--- config.mk ---
export PLATFORM = sky130hd
export DESIGN_NAME = bitonic_sort_seq_ctrl
export DESIGN_NICKNAME = d
export VERILOG_FILES = /design/src/rtl/bitonic_sort_seq_ctrl.sv
export SDC_FILE = /design/constraint.sdc
export NUM_CORES = 1
export LEC_CHECK = 0
export BUFFER_PORTS_ARGS = -buffer_cell sky130_fd_sc_hd__buf_4
export CORE_MARGIN = 4
export CORE_UTILIZATION = 50
export CTS_CLUSTER_SIZE = 14
export DETAILED_ROUTE_END_ITERATION = 8
export GPL_TIMING_DRIVEN = 0
export PLACE_DENSITY = 0.79
export SLEW_MARGIN = 5
export SYNTH_ARGS = -nofsm -noshare
export SYNTH_HDL_FRONTEND = slang
export SYNTH_SLANG_ARGS = --single-unit
--- constraint.sdc ---
create_clock -name clk -period 3.25 [get_ports clk]
set_input_delay 0.1625 -clock clk [delete_from_list [all_inputs] [get_ports clk]]
set_output_delay 0.1625 -clock clk [all_outputs]
set_load 0.03 [all_outputs]
--- src/rtl/bitonic_sort_seq_ctrl.sv ---
// Sequential bitonic sorter that shares a single compare-exchange unit over every stage of an N-key network.
// Define BITONIC_DESCEND_EN to invert every comparison, which produces descending output.
module bitonic_sort_seq_ctrl #(
    parameter int LOG2N = 2,
    parameter int W     = 4
) (
    input  logic                         clk,
    input  logic                         rst,
    input  logic                         in_valid,
    output logic                         in_ready,
    input  logic [W*(1<<LOG2N)-1:0]      in_data,
    output logic                         out_valid,
    input  logic                         out_ready,
    output logic [W*(1<<LOG2N)-1:0]      out_data,
    output logic                         busy,
    output logic [7:0]                   swap_count
);

    localparam int N  = 1 << LOG2N;
    localparam int IW = LOG2N;
    localparam int PW = (LOG2N > 1) ? LOG2N - 1 : 1;

    typedef enum logic [1:0] {IDLE, SORT, DONE} state_t;

    state_t         state, next_state;
    logic           armed;
    logic [W-1:0]   keys [N];
    logic [2:0]     stage;
    logic [2:0]     sub;
    logic [PW-1:0]  pair;

    logic [IW-1:0]  pair_ext, lo_mask, lo_idx, hi_idx;
    logic [IW:0]    k_mask;
    logic [W-1:0]   key_lo, key_hi;
    logic           descending, do_swap, last_pair, last_op, load;

    // stage holds log2(k)-1 and sub holds log2(j), so all counters start at zero on a load.
    always_comb begin
        pair_ext   = IW'(pair);
        lo_mask    = IW'((1 << sub) - 1);
        lo_idx     = ((pair_ext & ~lo_mask) << 1) | (pair_ext & lo_mask);
        hi_idx     = lo_idx | IW'(1 << sub);
        k_mask     = (IW+1)'(32'd2 << stage);
        descending = |({1'b0, lo_idx} & k_mask);
        key_lo     = keys[lo_idx];
        key_hi     = keys[hi_idx];
`ifdef BITONIC_DESCEND_EN
        do_swap    = descending ? (key_lo > key_hi) : (key_lo < key_hi);
`else
        do_swap    = descending ? (key_lo < key_hi) : (key_lo > key_hi);
`endif
        last_pair  = (pair == PW'(N/2 - 1));
        last_op    = last_pair && (sub == 3'd0) && (stage == 3'(LOG2N - 1));
    end

    always_comb begin
        next_state = state;
        in_ready   = 1'b0;
        out_valid  = 1'b0;
        busy       = 1'b0;
        load       = 1'b0;
        case (state)
            IDLE: begin
                in_ready = armed;
                if (in_valid && armed) begin
                    load       = 1'b1;
                    next_state = SORT;
                end
            end
            SORT: begin
                busy = 1'b1;
                if (last_op) begin
                    next_state = DONE;
                end
            end
            DONE: begin
                out_valid = 1'b1;
                in_ready  = out_ready;
                if (out_ready) begin
                    if (in_valid) begin
                        load       = 1'b1;
                        next_state = SORT;
                    end else begin
                        next_state = IDLE;
                    end
                end
            end
            default: next_state = IDLE;
        endcase
    end

    always_comb begin
        out_data = '0;
        if (state == DONE) begin
            for (int e = 0; e < N; e++) begin
                out_data[e*W +: W] = keys[e];
            end
        end
    end

    // armed keeps in_ready low until the first edge after reset is released.
    always_ff @(posedge clk or posedge rst) begin
        if (rst) begin
            state <= IDLE;
            armed <= 1'b0;
        end else begin
            state <= next_state;
            armed <= 1'b1;
        end
    end

    always_ff @(posedge clk or posedge rst) begin
        if (rst) begin
            stage <= 3'd0;
            sub   <= 3'd0;
            pair  <= '0;
        end else if (load) begin
            stage <= 3'd0;
            sub   <= 3'd0;
            pair  <= '0;
        end else if ((state == SORT) && !last_op) begin
            if (last_pair) begin
                pair <= '0;
                if (sub == 3'd0) begin
                    stage <= stage + 3'd1;
                    sub   <= stage + 3'd1;
                end else begin
                    sub <= sub - 3'd1;
                end
            end else begin
                pair <= pair + PW'(1);
            end
        end
    end

    always_ff @(posedge clk or posedge rst) begin
        if (rst) begin
            for (int e = 0; e < N; e++) begin
                keys[e] <= '0;
            end
        end else if (load) begin
            for (int e = 0; e < N; e++) begin
                keys[e] <= in_data[e*W +: W];
            end
        end else if ((state == SORT) && do_swap) begin
            keys[lo_idx] <= key_hi;
            keys[hi_idx] <= key_lo;
        end
    end

    always_ff @(posedge clk or posedge rst) begin
        if (rst) begin
            swap_count <= 8'd0;
        end else if (load) begin
            swap_count <= 8'd0;
        end else if ((state == SORT) && do_swap && (swap_count != 8'hFF)) begin
            swap_count <= swap_count + 8'd1;
        end
    end

endmodule

-- Word-level counts from Yosys, hierarchy flattened
Cells that the tools add are included.
- divide/modulo/power cells: 0
- multiply operators: 0
- reduce and logical (&&, ||, !) cells: 20
- shifts and indexed selects: 2
- magnitude comparators: 6
- bitwise operators: 8
- eq/ne operators: 7
- $add $sub $neg: 5
- multiplexer cells: 41
- operators with widths (kind ; count):
    $mux W16 ; 3
    $bwmux W16 ; 2
    $mux W3 ; 8
    $mux W4 ; 6
    $bmux W4 S2 ; 2
    $demux W4 S2 ; 2
    $mux W8 ; 2
    $mux W1 ; 10
    $reduce_bool A2 Y1 ; 5
    $add A8 B1 Y8 const B ; 1
    $logic_and A1 B1 Y1 ; 8
    $ne A8 B8 Y1 const B ; 1
    $ge A3 B3 Y1 const B ; 2
    $lt A3 B1 Y1 const B ; 2
    $mux W2 ; 3
    $ne A2 B2 Y1 const B ; 3
    $not A2 Y3 ; 2
    $pmux W2 S3 ; 1
    $reduce_and A3 Y1 ; 2
    $gt A4 B4 Y1 ; 1
    $lt A4 B4 Y1 ; 1
    $or A2 B2 Y2 ; 2
    $pmux W1 S2 ; 2
    $add A3 B1 Y3 const B ; 1
    other kinds (17) ; 17
- memory bits (read-only): 0
- memory bits (writable): 0
- bits in latches: 0
- word-level logic and storage cells: 99
- bits in registers: 34
- memories kept: 0
- output and inout bits: 27

-- Depth between registers and ports, before layout
- word-level depth: 16
- depth in mapped cells: 14

-- Worst setup path before layout
OpenSTA, ideal clock, no wires.
- path kind: register to register
- from: reg sub[2]
- to: reg swap_count[1]
- required time: 3.130 ns
- setup slack: -0.190 ns
- arrival time: 3.320 ns
- cell stages (with the launch flop): 14
- cell sequence: dfrtp_1 -> or2_1 -> clkbuf_2 -> nor2_1 -> nor2_1 -> mux4_2 -> inv_1 -> ha_1 -> a21oi_1 -> o21ai_0 -> mux2i_4 -> buf_6 -> nand2_1 -> a31o_2
- longest elaborated chain between the ends: 15
- elaborated cells between the ends (all ways): 23
- those cells by class: 1 x add/sub; 2 x order compare; 1 x shift; 7 x mux; 8 x bitwise; 4 x reduce/logical
- RTL lines (item ; RTL line ; text):
    from (decl) ; 29 ; logic [2:0] sub;
    from (signal assigned) ; 126 ; sub <= stage + 3'd1;
    from (signal assigned) ; 128 ; sub <= sub - 3'd1;
    $shl A1 B3 Y2 (*) ; 40, 42 ;
    $sub A2 B2 Y2 ; 40 ; lo_mask = IW'((1 << sub) - 1);
    $not A1 Y1 ; 41 ; lo_idx = ((pair_ext & ~lo_mask) << 1) | (pair_ext & lo_mask);
    $and A1 B1 Y1 ; 41 ;
    $or A2 B2 Y2 ; 41 ;
    $or A2 B2 Y2 ; 42 ; hi_idx = lo_idx | IW'(1 << sub);
    $not A2 Y3 (implied by the code) ; 46 ; key_hi = keys[hi_idx];
    $bmux W4 S2 ; 46 ;
    $mux W4 (implied by the code) (2 in series) ; 46 ;
    $gt A4 B4 Y1 or $lt A4 B4 Y1 (tied branches) ; 50 ; do_swap = descending ? (key_lo < key_hi) : (key_lo > key_hi);
    $mux W1 (*) ; 50 ;
    $logic_and A1 B1 Y1 (*) (2 in series) ; 156 ; end else if ((state == SORT) && do_swap && (swap_count != 8'hFF)) begin
    $reduce_bool A2 Y1 (no line) (*) ; -- ;
    to (signal assigned) ; 157 ; swap_count <= swap_count + 8'd1;
    to (decl) ; 16 ; output logic [7:0] swap_count
Every way passes the cells marked *; elsewhere a longest branch is shown, timed or not. The select of a mux whose other input is x is not followed.
A chain may end at the register's enable or synchronous reset.

-- Worst setup path in the final report
- from: reg sub[1]
- to: reg swap_count[1]
Same word-level chain as after synthesis.

==> results_dict.tcl <==
set metrics [dict create \
    run_status "complete, but fails checks" \
    violations "negative hold slack" \
    multiInputGateArea_um2 1470 \
    design_area_um2 3030 \
    synth_edf_count 0 \
    required_ns 3.43 \
    drv_slew 0 \
    finalCritPeriodShare_pct 96.3 \
    crit_path_end "swap_count[1]" \
    wl_per_cell_um 16.9 \
    ir_drop_v 0.000623 \
    dpl_cell_area_um2 2820 \
    grt_pass1_vias 2141 \
    async_flop_share_pct 100 \
    fmax_mhz 319 \
    routed_via_density 6.07 \
    yosysUniqueCellTypes 47 \
    crit_type "reg -> reg" \
    start_kind "flip-flop" \
    ant_nets 0 \
    startpoint "sub[1]" \
    p_leak_nw 1.43 \
    drtPass1Iterations 5 \
    yosys_warnings 0 \
    grt_pass1_wl_um 10400 \
    yosysSeqAreaShare_pct 35.3 \
    syn_nets 306 \
    ff_latch_area_um2 851 \
    die_width_um 77.4 \
    ioPinCount 47 \
    setup_viol 0 \
    wl_um 6570 \
    num_vias 2361 \
    synth_cells 276 \
    start_util_pct 53.5 \
    timing.rr.start "sub[1]" \
    grt_start_max_net_pins 35 \
    cts_buffer_depth 2 \
    cts_tree "built" \
    syn-mean-instance-area_um2 8.73 \
    synth-seq-cells 34 \
    num-nets-final 367 \
    crit_top_cell "nor2_4" \
    syn_area_um2 2410 \
    reg2reg_to "swap_count[1]" \
    clockRootBuffer "clkbuf_8" \
    finalCriticalPeriod_ns 3.13 \
    drc_errors 0 \
    cp_slowest_cell "mux4_2" \
    n_fill_cell 404 \
    cp.arrival_ns 3.31 \
    min_path_type "in -> async" \
    antenna_found_initial 0 \
    finalHoldViolations 17 \
    hpwl_um 4820 \
    endpoint_kind "flip-flop" \
    critPathMaxFanout 7 \
    grt-ovfl-total 0 \
    synth_top_cell_by_area "dfrtp_1" \
    netlist_top_cells_area "dfrtp_1, mux2i_1, ha_1, nand2_1, nor2_1" \
    crit_buf_inv 3 \
    final_cells 389 \
    power_density_nw_per_um2 1250 \
    antennaDiodeCount 0 \
    dp_cells 374 \
    p_total_mw 3.80 \
    max-slew-margin-rel_pct 52.3 \
    worstSkewPairLatency_ns 0.29 \
    synth.most_common_cell "dfrtp_1" \
    globalplace.congestion 0.930 \
    rows 24 \
    grt_use_total_pct 21.4 \
    rrSetupSlack_ns 0.12 \
    cts_sinks 34 \
    holdWs_ns -0.00389 \
    drtIter0Drc 248 \
    maxCapViolations 0 \
    netlist.area_leader.share_pct 35.3 \
    r2r_cells 13 \
    clkTransAtPathRegs_ns 0.07 \
    critical_path.max_stage_delay_ns 0.44 \
    cts_inserted_buffers 5 \
    die-area_um2 5990 \
    tightest_slew_ns 0.714 \
    drive_gt1_share_pct 27.6 \
    cts_max_level 2 \
    synth_commonest_cells "dfrtp_1, nand2_1, nor2_1, inv_1" \
    ys.flop_type "dfrtp_1" \
    cp_num_cells 13 \
    portBuffers 46 \
    syn_to_final_growth_pct 25.6 \
    die_h_um 77.4 \
    skew_ns 0.00506 \
    core-area_um2 4500 \
    crit_family "multiplexers" \
    path_cells "or2_4, nor2_4, nor2_4, mux4_2, inv_1, ha_1, a21oi_2, o21ai_2, buf_4, mux2i_4, buf_6, nand2_1, a31o_2" \
]
[what timing repair did]
| action | 4_1_cts | 5_1_grt |
|---|---|---|
| resized for setup | 9 | 11 |
| endpoints found under the hold margin | 0 | 0 |
| pin swaps | 1 | 1 |
| hold buffers | 0 | 0 |
| endpoints found under the setup margin | 23 | 20 |
| setup buffers | 1 | 7 |
| gates cloned | 0 | 1 |
[placed cells by master, fill, tap and decap left out, drive strengths merged, types with 8 or more instances in the layout]
master	count
inv	20
ha	10
nor2	25
mux2i	16
a21oi	15
o21ai	9
buf	58
and2	11
dfrtp	34
clkbuf	17
nor2b	8
nand2	29
nand3	12
and3	8
[worst min-delay path by stage]
stage,start,endpoint,cells after the start
detailed placement,out_ready,state[1],2
CTS,out_ready,state[1],2
finish,rst,keys[15],2
global route,out_ready,state[1],2
floorplan,out_ready,state[1],1
global placement,out_ready,state[1],2
[registers in the layout, summed over array words and instances (netlist names)]
register	cells
keys	16
swap_count	8
last_pair	1
armed	1
stage	3
sub	3
state	2
[power breakdown]
group,total [mW],internal (mW),switching [mW]
Sequential,0.862,0.612,0.250
Combinational,2.64,1.21,1.43
Clock,0.296,0.147,0.149
Total,3.80,1.97,1.82
[kinds of logic (layout without fill, tap and decap cells)]
| kind of cell | count (synthesis) | count (layout) | synth area share, % |
|---|---|---|---|
| flip-flops | 34 | 34 | 35.3 |
| adder cells (fa/ha/maj) | 10 | 10 | 5.19 |
| multiplexers | 19 | 19 | 9.97 |
| AND/OR/NAND/NOR | 109 | 109 | 22.8 |
| buffers and inverters | 35 | 96 | 5.92 |
| other | 1 | 1 | 0.156 |
| AO/OA/AOI/OAI | 64 | 64 | 19.2 |
| XOR/XNOR | 4 | 4 | 1.45 |
[final cells by class]
cell class,count,area share [%]
tap,52,2.15
inverter,21,2.73
buffer,13,2.27
clock buffer,7,2.52
timing repair buffer,55,13.6
multi-input combinational,207,48.6
sequential,34,28.1
[worst reg2reg max path: stages (launching register included)]
cell,delay [ns]
dfrtp_1,0.41
or2_4,0.32
nor2_4,0.24
nor2_4,0.08
mux4_2,0.44
inv_1,0.08
ha_1,0.24
a21oi_2,0.16
o21ai_2,0.08
buf_4,0.17
mux2i_4,0.30
buf_6,0.17
nand2_1,0.08
a31o_2,0.27
[routing by layer]
metal  vias to the layer above  track usage (%)  routed length (um)
li1                       1109                -                   -
met1                      1114             30.3                2810
met2                       124             33.4                3050
met3                        14             4.05                 597
met4                         0             6.76                 114
met5                         -                0                   0
[stage by stage]
step / TNS [ns] / util (%) / setup slack (ns) / hold WS (ns)
after floorplan: 0 / - / 0.141 / 0.252
after global placement: -5.25 / 62.6 / -0.328 / 0.354
after detailed placement: -5.60 / 62.6 / -0.365 / 0.361
after CTS: 0 / 65.1 / 0.00386 / 0.0564
after global routing: -0.0130 / 67.2 / -0.0130 / 0.0561
final: 0 / 67.2 / 0.120 / -0.00389
Power figures use the tool's default switching activity.
